===== src/rtl/vlc_pkg.sv =====
`default_nettype none
// +--------------------------------------------------------------------------+
// | vlc_pkg : shared VLC constants, run-token type and expander FSM states   |
// | Rev 1.0                                                                  |
// +--------------------------------------------------------------------------+
package vlc_pkg;

  localparam int VLC_COUNT_W = 8;

  typedef struct packed {
    logic                   tok_type;
    logic [VLC_COUNT_W-1:0] count;
  } vlc_token_t;

  typedef enum logic [0:0] {
    VLC_EXP_IDLE = 1'b0,
    VLC_EXP_EMIT = 1'b1
  } vlc_exp_state_e;

endpackage
`default_nettype wire


===== src/rtl/vlc_expand_if.sv =====
`default_nettype none
// +--------------------------------------------------------------------------+
// | vlc_expand_if : token-in / serial-bit-out handshake bundle               |
// | Rev 1.0                                                                  |
// +--------------------------------------------------------------------------+
interface vlc_expand_if #(
  parameter int COUNT_W = vlc_pkg::VLC_COUNT_W
);
  logic               type_in;
  logic [COUNT_W-1:0] count_in;
  logic               din_valid;
  logic               din_ready;
  logic               data_out;
  logic               dout_valid;
  logic               dout_ready;
  logic               dout_last;
  logic               err_zero;

  modport master (
    output type_in, count_in, din_valid, dout_ready,
    input  din_ready, data_out, dout_valid, dout_last, err_zero
  );

  modport slave (
    input  type_in, count_in, din_valid, dout_ready,
    output din_ready, data_out, dout_valid, dout_last, err_zero
  );
endinterface
`default_nettype wire


===== src/rtl/vlc_token_fifo.sv =====
`default_nettype none
// +--------------------------------------------------------------------------+
// | vlc_token_fifo : synchronous token FIFO, registered full/empty flags     |
// | Rev 1.0                                                                  |
// +--------------------------------------------------------------------------+
module vlc_token_fifo #(
  parameter int WIDTH = 9,
  parameter int DEPTH = 4
) (
  input  logic             clk,
  input  logic             rst,
  input  logic             push_i,
  input  logic [WIDTH-1:0] wdata_i,
  input  logic             pop_i,
  output logic [WIDTH-1:0] rdata_o,
  output logic             full_o,
  output logic             empty_o
);
  localparam int PTR_W = $clog2(DEPTH);

  logic [WIDTH-1:0] mem_q [DEPTH];
  logic [PTR_W-1:0] wr_ptr_q;
  logic [PTR_W-1:0] rd_ptr_q;
  logic [PTR_W:0]   count_q;
  logic [PTR_W:0]   count_d;
  logic             full_q;
  logic             empty_q;
  logic             w_push;
  logic             w_pop;

  assign w_push = push_i & ~full_q;
  assign w_pop  = pop_i & ~empty_q;

  always_comb begin
    count_d = count_q;
    if (w_push && !w_pop) begin
      count_d = count_q + 1'b1;
    end else if (!w_push && w_pop) begin
      count_d = count_q - 1'b1;
    end
  end

  // Flags come from the next count so they are plain flops at the outputs.
  always_ff @(posedge clk) begin
    if (rst) begin
      wr_ptr_q <= '0;
      rd_ptr_q <= '0;
      count_q  <= '0;
      full_q   <= 1'b0;
      empty_q  <= 1'b1;
    end else begin
      if (w_push) begin
        wr_ptr_q <= wr_ptr_q + 1'b1;
      end
      if (w_pop) begin
        rd_ptr_q <= rd_ptr_q + 1'b1;
      end
      count_q <= count_d;
      full_q  <= (count_d == (PTR_W+1)'(DEPTH));
      empty_q <= (count_d == '0);
    end
  end

  always_ff @(posedge clk) begin
    if (w_push) begin
      mem_q[wr_ptr_q] <= wdata_i;
    end
  end

  assign rdata_o = mem_q[rd_ptr_q];
  assign full_o  = full_q;
  assign empty_o = empty_q;
endmodule
`default_nettype wire


===== src/rtl/vlc_expand.sv =====
`default_nettype none
// +--------------------------------------------------------------------------+
// | vlc_expand : run-length expander, (type,count) tokens -> serial bits     |
// | Optional token FIFO ahead of the FSM: define VLC_EXPAND_FIFO_EN          |
// | Rev 1.0                                                                  |
// +--------------------------------------------------------------------------+
module vlc_expand
  import vlc_pkg::*;
#(
  parameter int COUNT_W = VLC_COUNT_W
`ifdef VLC_EXPAND_FIFO_EN
  , parameter int FIFO_DEPTH = 4
`endif
) (
  input  logic         clk,
  input  logic         rst,
  vlc_expand_if.slave  bus
);
  vlc_exp_state_e     state_q;
  vlc_exp_state_e     state_d;
  logic [COUNT_W-1:0] remaining_q;
  logic [COUNT_W-1:0] remaining_d;
  logic               cur_type_q;
  logic               cur_type_d;
  logic               err_zero_q;
  logic               err_zero_d;

  logic               w_last_xfer;
  logic               w_can_load;
  logic               w_din_fire;
  logic               w_zero_drop;
  logic               w_src_valid;
  logic               w_src_type;
  logic [COUNT_W-1:0] w_src_count;
  logic               w_load;

  assign w_last_xfer = (state_q == VLC_EXP_EMIT) && (remaining_q == COUNT_W'(1))
                       && bus.dout_ready;
  assign w_can_load  = (state_q == VLC_EXP_IDLE) || w_last_xfer;
  assign w_din_fire  = bus.din_valid & bus.din_ready;
  assign w_zero_drop = w_din_fire & (bus.count_in == '0);

`ifdef VLC_EXPAND_FIFO_EN
  logic [COUNT_W:0] w_fifo_rdata;
  logic             w_fifo_full;
  logic             w_fifo_empty;

  assign bus.din_ready = ~rst & ~w_fifo_full;

  // Zero-count tokens never enter the FIFO, so the head always carries a real run.
  vlc_token_fifo #(
    .WIDTH (COUNT_W + 1),
    .DEPTH (FIFO_DEPTH)
  ) u_fifo (
    .clk     (clk),
    .rst     (rst),
    .push_i  (w_din_fire & ~w_zero_drop),
    .wdata_i ({bus.type_in, bus.count_in}),
    .pop_i   (w_can_load & ~w_fifo_empty),
    .rdata_o (w_fifo_rdata),
    .full_o  (w_fifo_full),
    .empty_o (w_fifo_empty)
  );

  assign w_src_valid = ~w_fifo_empty;
  assign w_src_type  = w_fifo_rdata[COUNT_W];
  assign w_src_count = w_fifo_rdata[COUNT_W-1:0];
`else
  assign bus.din_ready = ~rst & w_can_load;
  assign w_src_valid   = w_din_fire;
  assign w_src_type    = bus.type_in;
  assign w_src_count   = bus.count_in;
`endif

  assign w_load = w_src_valid & w_can_load & (w_src_count != '0);

  always_ff @(posedge clk) begin
    if (rst) begin
      state_q     <= VLC_EXP_IDLE;
      remaining_q <= '0;
      cur_type_q  <= 1'b0;
      err_zero_q  <= 1'b0;
    end else begin
      state_q     <= state_d;
      remaining_q <= remaining_d;
      cur_type_q  <= cur_type_d;
      err_zero_q  <= err_zero_d;
    end
  end

  always_comb begin
    state_d     = state_q;
    remaining_d = remaining_q;
    cur_type_d  = cur_type_q;
    err_zero_d  = w_zero_drop;
    case (state_q)
      VLC_EXP_IDLE: begin
        if (w_load) begin
          state_d     = VLC_EXP_EMIT;
          remaining_d = w_src_count;
          cur_type_d  = w_src_type;
        end
      end
      VLC_EXP_EMIT: begin
        if (bus.dout_ready) begin
          if (remaining_q == COUNT_W'(1)) begin
            // Back-to-back reload on the final bit keeps the stream bubble-free.
            if (w_load) begin
              remaining_d = w_src_count;
              cur_type_d  = w_src_type;
            end else begin
              state_d     = VLC_EXP_IDLE;
              remaining_d = '0;
            end
          end else begin
            remaining_d = remaining_q - 1'b1;
          end
        end
      end
      default: state_d = VLC_EXP_IDLE;
    endcase
  end

  always_comb begin
    bus.dout_valid = 1'b0;
    bus.data_out   = 1'b0;
    bus.dout_last  = 1'b0;
    if (state_q == VLC_EXP_EMIT) begin
      bus.dout_valid = 1'b1;
      bus.data_out   = cur_type_q;
      bus.dout_last  = (remaining_q == COUNT_W'(1));
    end
  end

  assign bus.err_zero = err_zero_q;
endmodule
`default_nettype wire


===== src/flat_wrapper.sv =====
// flat-port wrapper written by rule: the top's interface ports become plain ports
module vlc_expand_flat import vlc_pkg::*;
#(
  parameter int COUNT_W = VLC_COUNT_W

)
  (clk, rst, bus_type_in, bus_count_in, bus_din_valid, bus_dout_ready, bus_din_ready, bus_data_out, bus_dout_valid, bus_dout_last, bus_err_zero);
  vlc_expand_if #(.COUNT_W(COUNT_W)) bus_i ();
  input  logic clk;
  input  logic rst;
  input wire logic [$bits(bus_i.type_in)-1:0] bus_type_in;
  input wire logic [$bits(bus_i.count_in)-1:0] bus_count_in;
  input wire logic [$bits(bus_i.din_valid)-1:0] bus_din_valid;
  input wire logic [$bits(bus_i.dout_ready)-1:0] bus_dout_ready;
  output wire logic [$bits(bus_i.din_ready)-1:0] bus_din_ready;
  output wire logic [$bits(bus_i.data_out)-1:0] bus_data_out;
  output wire logic [$bits(bus_i.dout_valid)-1:0] bus_dout_valid;
  output wire logic [$bits(bus_i.dout_last)-1:0] bus_dout_last;
  output wire logic [$bits(bus_i.err_zero)-1:0] bus_err_zero;
  assign bus_i.type_in = bus_type_in;
  assign bus_i.count_in = bus_count_in;
  assign bus_i.din_valid = bus_din_valid;
  assign bus_i.dout_ready = bus_dout_ready;
  assign bus_din_ready = bus_i.din_ready;
  assign bus_data_out = bus_i.data_out;
  assign bus_dout_valid = bus_i.dout_valid;
  assign bus_dout_last = bus_i.dout_last;
  assign bus_err_zero = bus_i.err_zero;
  vlc_expand #(.COUNT_W(COUNT_W)) u_core (.clk(clk), .rst(rst), .bus(bus_i));
endmodule

===== config.mk =====
export PLATFORM = sky130hd
export DESIGN_NAME = vlc_expand_flat
export DESIGN_NICKNAME = d
export VERILOG_FILES = /design/src/rtl/vlc_pkg.sv /design/src/rtl/vlc_expand_if.sv /design/src/rtl/vlc_token_fifo.sv /design/src/rtl/vlc_expand.sv /design/src/flat_wrapper.sv
export SDC_FILE = /design/constraint.sdc
export NUM_CORES = 1
export LEC_CHECK = 0
export BUFFER_PORTS_ARGS = -buffer_cell sky130_fd_sc_hd__buf_4
export CORE_MARGIN = 5
export CORE_UTILIZATION = 50
export CTS_CLUSTER_SIZE = 10
export DETAILED_ROUTE_END_ITERATION = 10
export PLACE_DENSITY = 0.74
export SYNTH_ARGS = -nofsm -noshare
export SYNTH_HDL_FRONTEND = slang
export SYNTH_SLANG_ARGS = --single-unit
export TNS_END_PERCENT = 1

===== constraint.sdc =====
create_clock -name clk -period 2.4 [get_ports clk]
set_clock_uncertainty 0.1 [all_clocks]
set_input_delay 0.72 -clock clk [delete_from_list [all_inputs] [get_ports clk]]
set_output_delay 0.72 -clock clk [all_outputs]
set_load 0.02 [all_outputs]

==> run metrics, run 1 <==
number of synthesized register bits=11; antenna diode count=0; pwr/cell area=543 nW/µm²; Post-synth ARST share=0%; pin count of the biggest net entering global routing=14; CORE AREA=1510 µm²; Synth top cells by count=a21oi_1 (11), dfxtp_1 (11), nand3_1 (8), inv_1 (7), nand2_1 (7); DR DRC count=0; cell leakage power=0.000401 µW; area grow syn2layout=26.8%; final core occ=66.1%; EDFF count, synth=0; startpoint types=flip-flop; initial antenna violation count=0; Synth area leaders=dfxtp_1 (28%), a21oi_1 (7.0%), nand3_1 (5.1%), inv_1 (3.3%), nand2_1 (3.3%); max cap viols=0; Clock Sinks=11; Initial Utilization=52.2%; die span in x=49.6 µm; Final setup viols=0; DRT antenna net count=0; first-pass GRT wire length=3.62 mm; Hold Vio Cnt, Final=0; final WL=2.13 mm; Die H=49.6 µm; DP Area=945 µm²; First-pass DRT Iterations=4; critical path required time=1580 ps; CTS clk-pin slew, worst paths=70 ps; Initial DRC Count=25; via count=839; Unique masters post-synth=35; die footprint=2460 µm²; Top FF cell, synth=dfxtp_1; post-DP HPWL=1.61 mm; layout cells sized above 1=33.6%; status=finished, final reports clean; Tot Pwr=541 µW; Worst-Skew Late Latency=280 ps; TritonCTS buffer count=3; grt ovf=0; Via density=6.21; Crit. End Element=output port; worst ir drop on vdd=0.332 mV; area leader, netlist=dfxtp_1; setup tns final=0 ps; clock root buffer=clkbuf_4; post-synthesis sequential area ratio=28.0%; cell area after layout=996 µm²; Hold Path Class=reg -> reg; GR Util All Layers=18.8%; synthesized cell area=786 µm²; clock tree buffer depth=2; Post-Syn Instances=96; cts hold-fix bufs=0; crit path kind=reg -> out; DR WL/cell=15.8 µm; I/O Buffers=17; FP Rows=14; Slew Viols, Final=0; Mapped Avg Cell Area=8.18 µm²; Arr. time, crit path=1510 ps; Synthesized Nets=111; yosys warns=0; Rel. slew slack=72.6%; Yosys top cell area share=28.0%; Max Clock Freq=430 MHz; vias in the first global route=815; routability congestion estimate=0.842; CP max FO=3; Final Net Count=135; final worst-path cycle share=97.0%; IO Count=18; actual slew at the worst max-slew pin=410 ps; min Tclk post-route=2330 ps; H-tree depth=1; TritonCTS clock tree=built
per-stage QoR:
step | setup WS [ps] | std cells | hold slack (ps)
6_report | 71.8 | 135 | 430
5_1_grt | -14.7 | 135 | 475
4_1_cts | 14.0 | 135 | 433
3_5_place_dp | 111 | 130 | 422
3_3_place_gp | 157 | 130 | 433
2_1_floorplan | 26.5 | 96 | 386
cell type report:
| type | count | area [µm²] |
|---|---|---|
| Clock buffer | 4 | 26.3 |
| Fill cell | 128 | 510 |
| Inverter | 7 | 26.3 |
| Multi-Input combinational cell | 73 | 518 |
| Sequential cell | 11 | 225 |
| Tap cell | 16 | 20.0 |
| Timing Repair Buffer | 24 | 180 |
path summary, 6_finish.rpt:
| path | start | to | slack (ps) | cells after the start |
|---|---|---|---|---|
| setup reg to reg | u_core.remaining_q[1] | u_core.remaining_q[2] | 490 | 7 |
| setup / recovery | u_core.remaining_q[1] | bus_din_ready | 70 | 6 |
| hold / removal | u_core.remaining_q[6] | u_core.remaining_q[6] | 430 | 2 |
| hold reg to reg | u_core.remaining_q[6] | u_core.remaining_q[6] | 430 | 2 |
where the power goes:
part           internal (µW)  switching [µW]
logic                   89.4            96.1
clock network           64.6            70.6
registers                199            21.2
registers in the layout, indices dropped and copies added (netlist names):
| name | flops |
|---|---|
| u_core.cur_type_q | 1 |
| u_core.state_q | 1 |
| u_core.remaining_q | 8 |
| u_core.bus.err_zero | 1 |
cell usage in the layout (no fill, tap or decap), drive strengths merged, types with 2 or more instances in the layout:
| master | count |
|---|---|
| buf | 24 |
| inv | 7 |
| dfxtp | 11 |
| a31o | 2 |
| nor2 | 3 |
| o22ai | 2 |
| xor2 | 2 |
| nand2 | 7 |
| o211ai | 4 |
| or4 | 2 |
| nand4 | 2 |
| nand3 | 8 |
| clkbuf | 4 |
| a21oi | 12 |
| nor2b | 3 |
| ha | 2 |
| nor3b | 2 |
| o2111a | 2 |
| a31oi | 3 |
| nor3 | 2 |
| a32oi | 3 |
per-layer routing:
layer	wire length, µm	global-route usage (%)	vias to the layer above	share of wire, %
met3	134	4.52	9	6.3
li1	-	-	412	-
met4	64	9.61	0	3.0
met5	0	0	-	0
met1	890	21.3	388	42
met2	1040	32.2	30	49
cells by family after synthesis:
| group | Yosys count | synth area share [%] |
|---|---|---|
| AND/OR/NAND/NOR | 36 | 27.4 |
| adder cells (fa/ha/maj) | 2 | 3.18 |
| buffers and inverters | 12 | 7.64 |
| flip-flops | 11 | 28.0 |
| AO/OA/AOI/OAI | 33 | 31.5 |
| XOR/XNOR | 2 | 2.23 |
worst max-delay path: stages, from the launching register on:
cell	delay, ps
dfxtp_4	350
inv_1	50
ha_2	180
nor2b_4	130
a41o_2	220
nor2b_2	150
buf_4	150
timing repair:
action                                  in CTS  in global routing
pin swaps                                    0                  1
buffers inserted                             1                  0
gates resized for setup                      3                  4
endpoints found under the setup margin       1                  2
Note: power is estimated with default switching activity, not from simulation.
==> run 2, diff against run 1 <==
--- a/config.mk
+++ b/config.mk
@@ -6,7 +6,7 @@
 export NUM_CORES = 1
 export LEC_CHECK = 0
 export BUFFER_PORTS_ARGS = -buffer_cell sky130_fd_sc_hd__buf_4
-export CORE_MARGIN = 5
+export CORE_MARGIN = 4
 export CORE_UTILIZATION = 50
 export CTS_CLUSTER_SIZE = 10
 export DETAILED_ROUTE_END_ITERATION = 10
==> run metrics, run 2 (same netlist as run 1, synthesis figures left out) <==
met1 GRT Util=31.4% (+10 points); Via density=6.19 (-0.45%); vias in the first global route=805 (-1.2%); CP max FO=3 (unchanged); area grow syn2layout=27.1%; Final setup viols=0 (unchanged); DR WL/cell=15.5 µm (-1.7%); startpoint types=flip-flop; pin count of the biggest net entering global routing=14 (unchanged); GR Util All Layers=23.1% (+4.3 points); Hold Path Class=reg -> reg; Initial DRC Count=31 (+24%); Slew Viols, Final=0 (unchanged); WHS Path Cells=3 (+1); unrepaired setup endpoints after global routing=false; first-pass GRT wire length=3.74 mm (+3.2%); min Tclk post-route=2300 ps (-27.1 ps); routability congestion estimate=0.837 (-0.68%); final core occ=67.1% (+0.95 points); I/O Buffers=17 (unchanged); status=finished, final reports clean; Max Clock Freq=435 MHz (+1.2%); initial antenna violation count=0 (unchanged); grt ovf=0 (unchanged); post-DP HPWL=1.53 mm (-4.8%); CP peak stage delay=350 ps (about the same); TritonCTS clock tree=built; Die H=47.6 µm (-4.0%); layout cells sized above 1=33.9% (+0.28 points); Reg-to-Reg Start=u_core.remaining_q[1]; crit path kind=reg -> out; IO Count=18 (unchanged); Rel. slew slack=74.4% (+1.8 points); Tot Pwr=538 µW (-0.48%); pwr/cell area=539 nW/µm² (-0.73%); via count=829 (-1.2%); Hold Path Sink=u_core.cur_type_q; global routing's busiest layer=met2; final WL=2.08 mm (-2.4%); die span in x=47.6 µm (-4.0%); Final Net Count=134 (-0.74%); CP Cell Sequence=inv_2 -> ha_4 -> nor2b_4 -> a41o_2 -> nor2b_2 -> buf_4; worst ir drop on vdd=0.324 mV (-2.3%); register with the highest flop count=u_core.remaining_q; Clock Sinks=11 (unchanged); First-pass DRT Iterations=4 (unchanged); reg2reg setup slack=510 ps (+20 ps); Hold Vio Cnt, Final=0 (unchanged); clock root buffer=clkbuf_4; Crit. End Element=output port; CP max-delay cell=dfxtp_4; max cap viols=0 (unchanged); TritonCTS buffer count=3 (unchanged); CORE AREA=1490 µm² (-1.2%); DRT antenna net count=0 (unchanged); H-tree depth=1 (unchanged); CTS clk-pin slew, worst paths=80 ps (about the same); actual slew at the worst max-slew pin=385 ps (-25.8 ps); placed cell count=129 (-0.77%); Arr. time, crit path=1480 ps (-30 ps); antenna diode count=0 (unchanged); DR DRC count=0 (unchanged); Worst Reg-to-Reg Cells=7 (unchanged); max FFs per register=8 (unchanged); clock tree buffer depth=2 (unchanged); die footprint=2270 µm² (-7.9%); met3 usage=3.76% (-0.76 points); critical path required time=1580 ps (about the same); final worst-path cycle share=95.9% (-1.1 points); Initial Utilization=52.8% (+0.61 points); commonest non-fill, non-tap cell in the layout=buf_4; FP Rows=14 (unchanged); Crit Reg-Reg Endpoint=u_core.remaining_q[2]; setup tns final=0 ps (unchanged); fin cells=134 (-0.74%); met2 Track Usage GR=35.3% (+3.1 points); cell leakage power=0.000398 µW (-0.81%); HP Start=u_core.cur_type_q; most frequent cells in the layout=buf_4 (23), a21oi_1 (11), dfxtp_1 (9); Worst-Skew Late Latency=270 ps (about the same)
[run 2: layout make-up]
| type | instances | area (µm²) |
|---|---|---|
| clock buffer | 4 | 26.3 |
| fill | 129 | 490 |
| inverter | 7 | 26.3 |
| multi-input combinational | 73 | 528 |
| sequential | 11 | 225 |
| tap | 16 | 20.0 |
| timing repair buffer | 23 | 173 |
[run 2: metrics by stage]
step / hold slack (ps) / setup WS (ps) / instance area, µm²
floorplan: 386 / 26.5 / 786
global placement: 427 / 153 / 937
detailed placement: 435 / 112 / 937
CTS: 445 / 17.3 / 985
global route: 482 / 16.7 / 998
finish: 442 / 98.9 / 998
[run 2: critical path, delay by kind of cell, from the launching register on]
kind | cells | cell delay (ps)
and+or+nand+nor | 2 | 270
DFF | 1 | 350
AOI/OAI and AO/OA | 1 | 230
buffers and inverters | 2 | 200
adders and majority gates | 1 | 150
[run 2: how the worst max path moves through the flow]
| stage | startpoint | end | slack [ps] |
|---|---|---|---|
| final | u_core.remaining_q[1] | bus_din_ready | 100 |
| after global routing | u_core.remaining_q[3] | bus_din_ready | 20 |
| after CTS | u_core.remaining_q[1] | bus_din_ready | 20 |
| after detailed placement | bus_count_in[5] | u_core.remaining_q[2] | 110 |
| after global placement | bus_count_in[5] | u_core.remaining_q[2] | 150 |
| after floorplan | u_core.remaining_q[2] | bus_din_ready | 30 |
[run 2: repair_timing]
action,in CTS,in global routing
setup buffers,1,0
hold buffers,0,0
resized for setup,5,4
pin swaps,1,0
setup endpoints to repair,1,2
[run 2: power by group]
group	switching [µW]	leakage (µW)	internal (µW)
clock network	66.1	0.0000150	64.4
logic	95.1	0.000291	88.6
registers	25.3	0.0000917	199
total	186	0.000398	352
[run 2: metal layers]
metal | vias to the layer above | routed length [µm]
met3 | 6 | 125
met4 | 0 | 32
met5 | - | 0
met1 | 378 | 938
li1 | 414 | -
met2 | 31 | 985
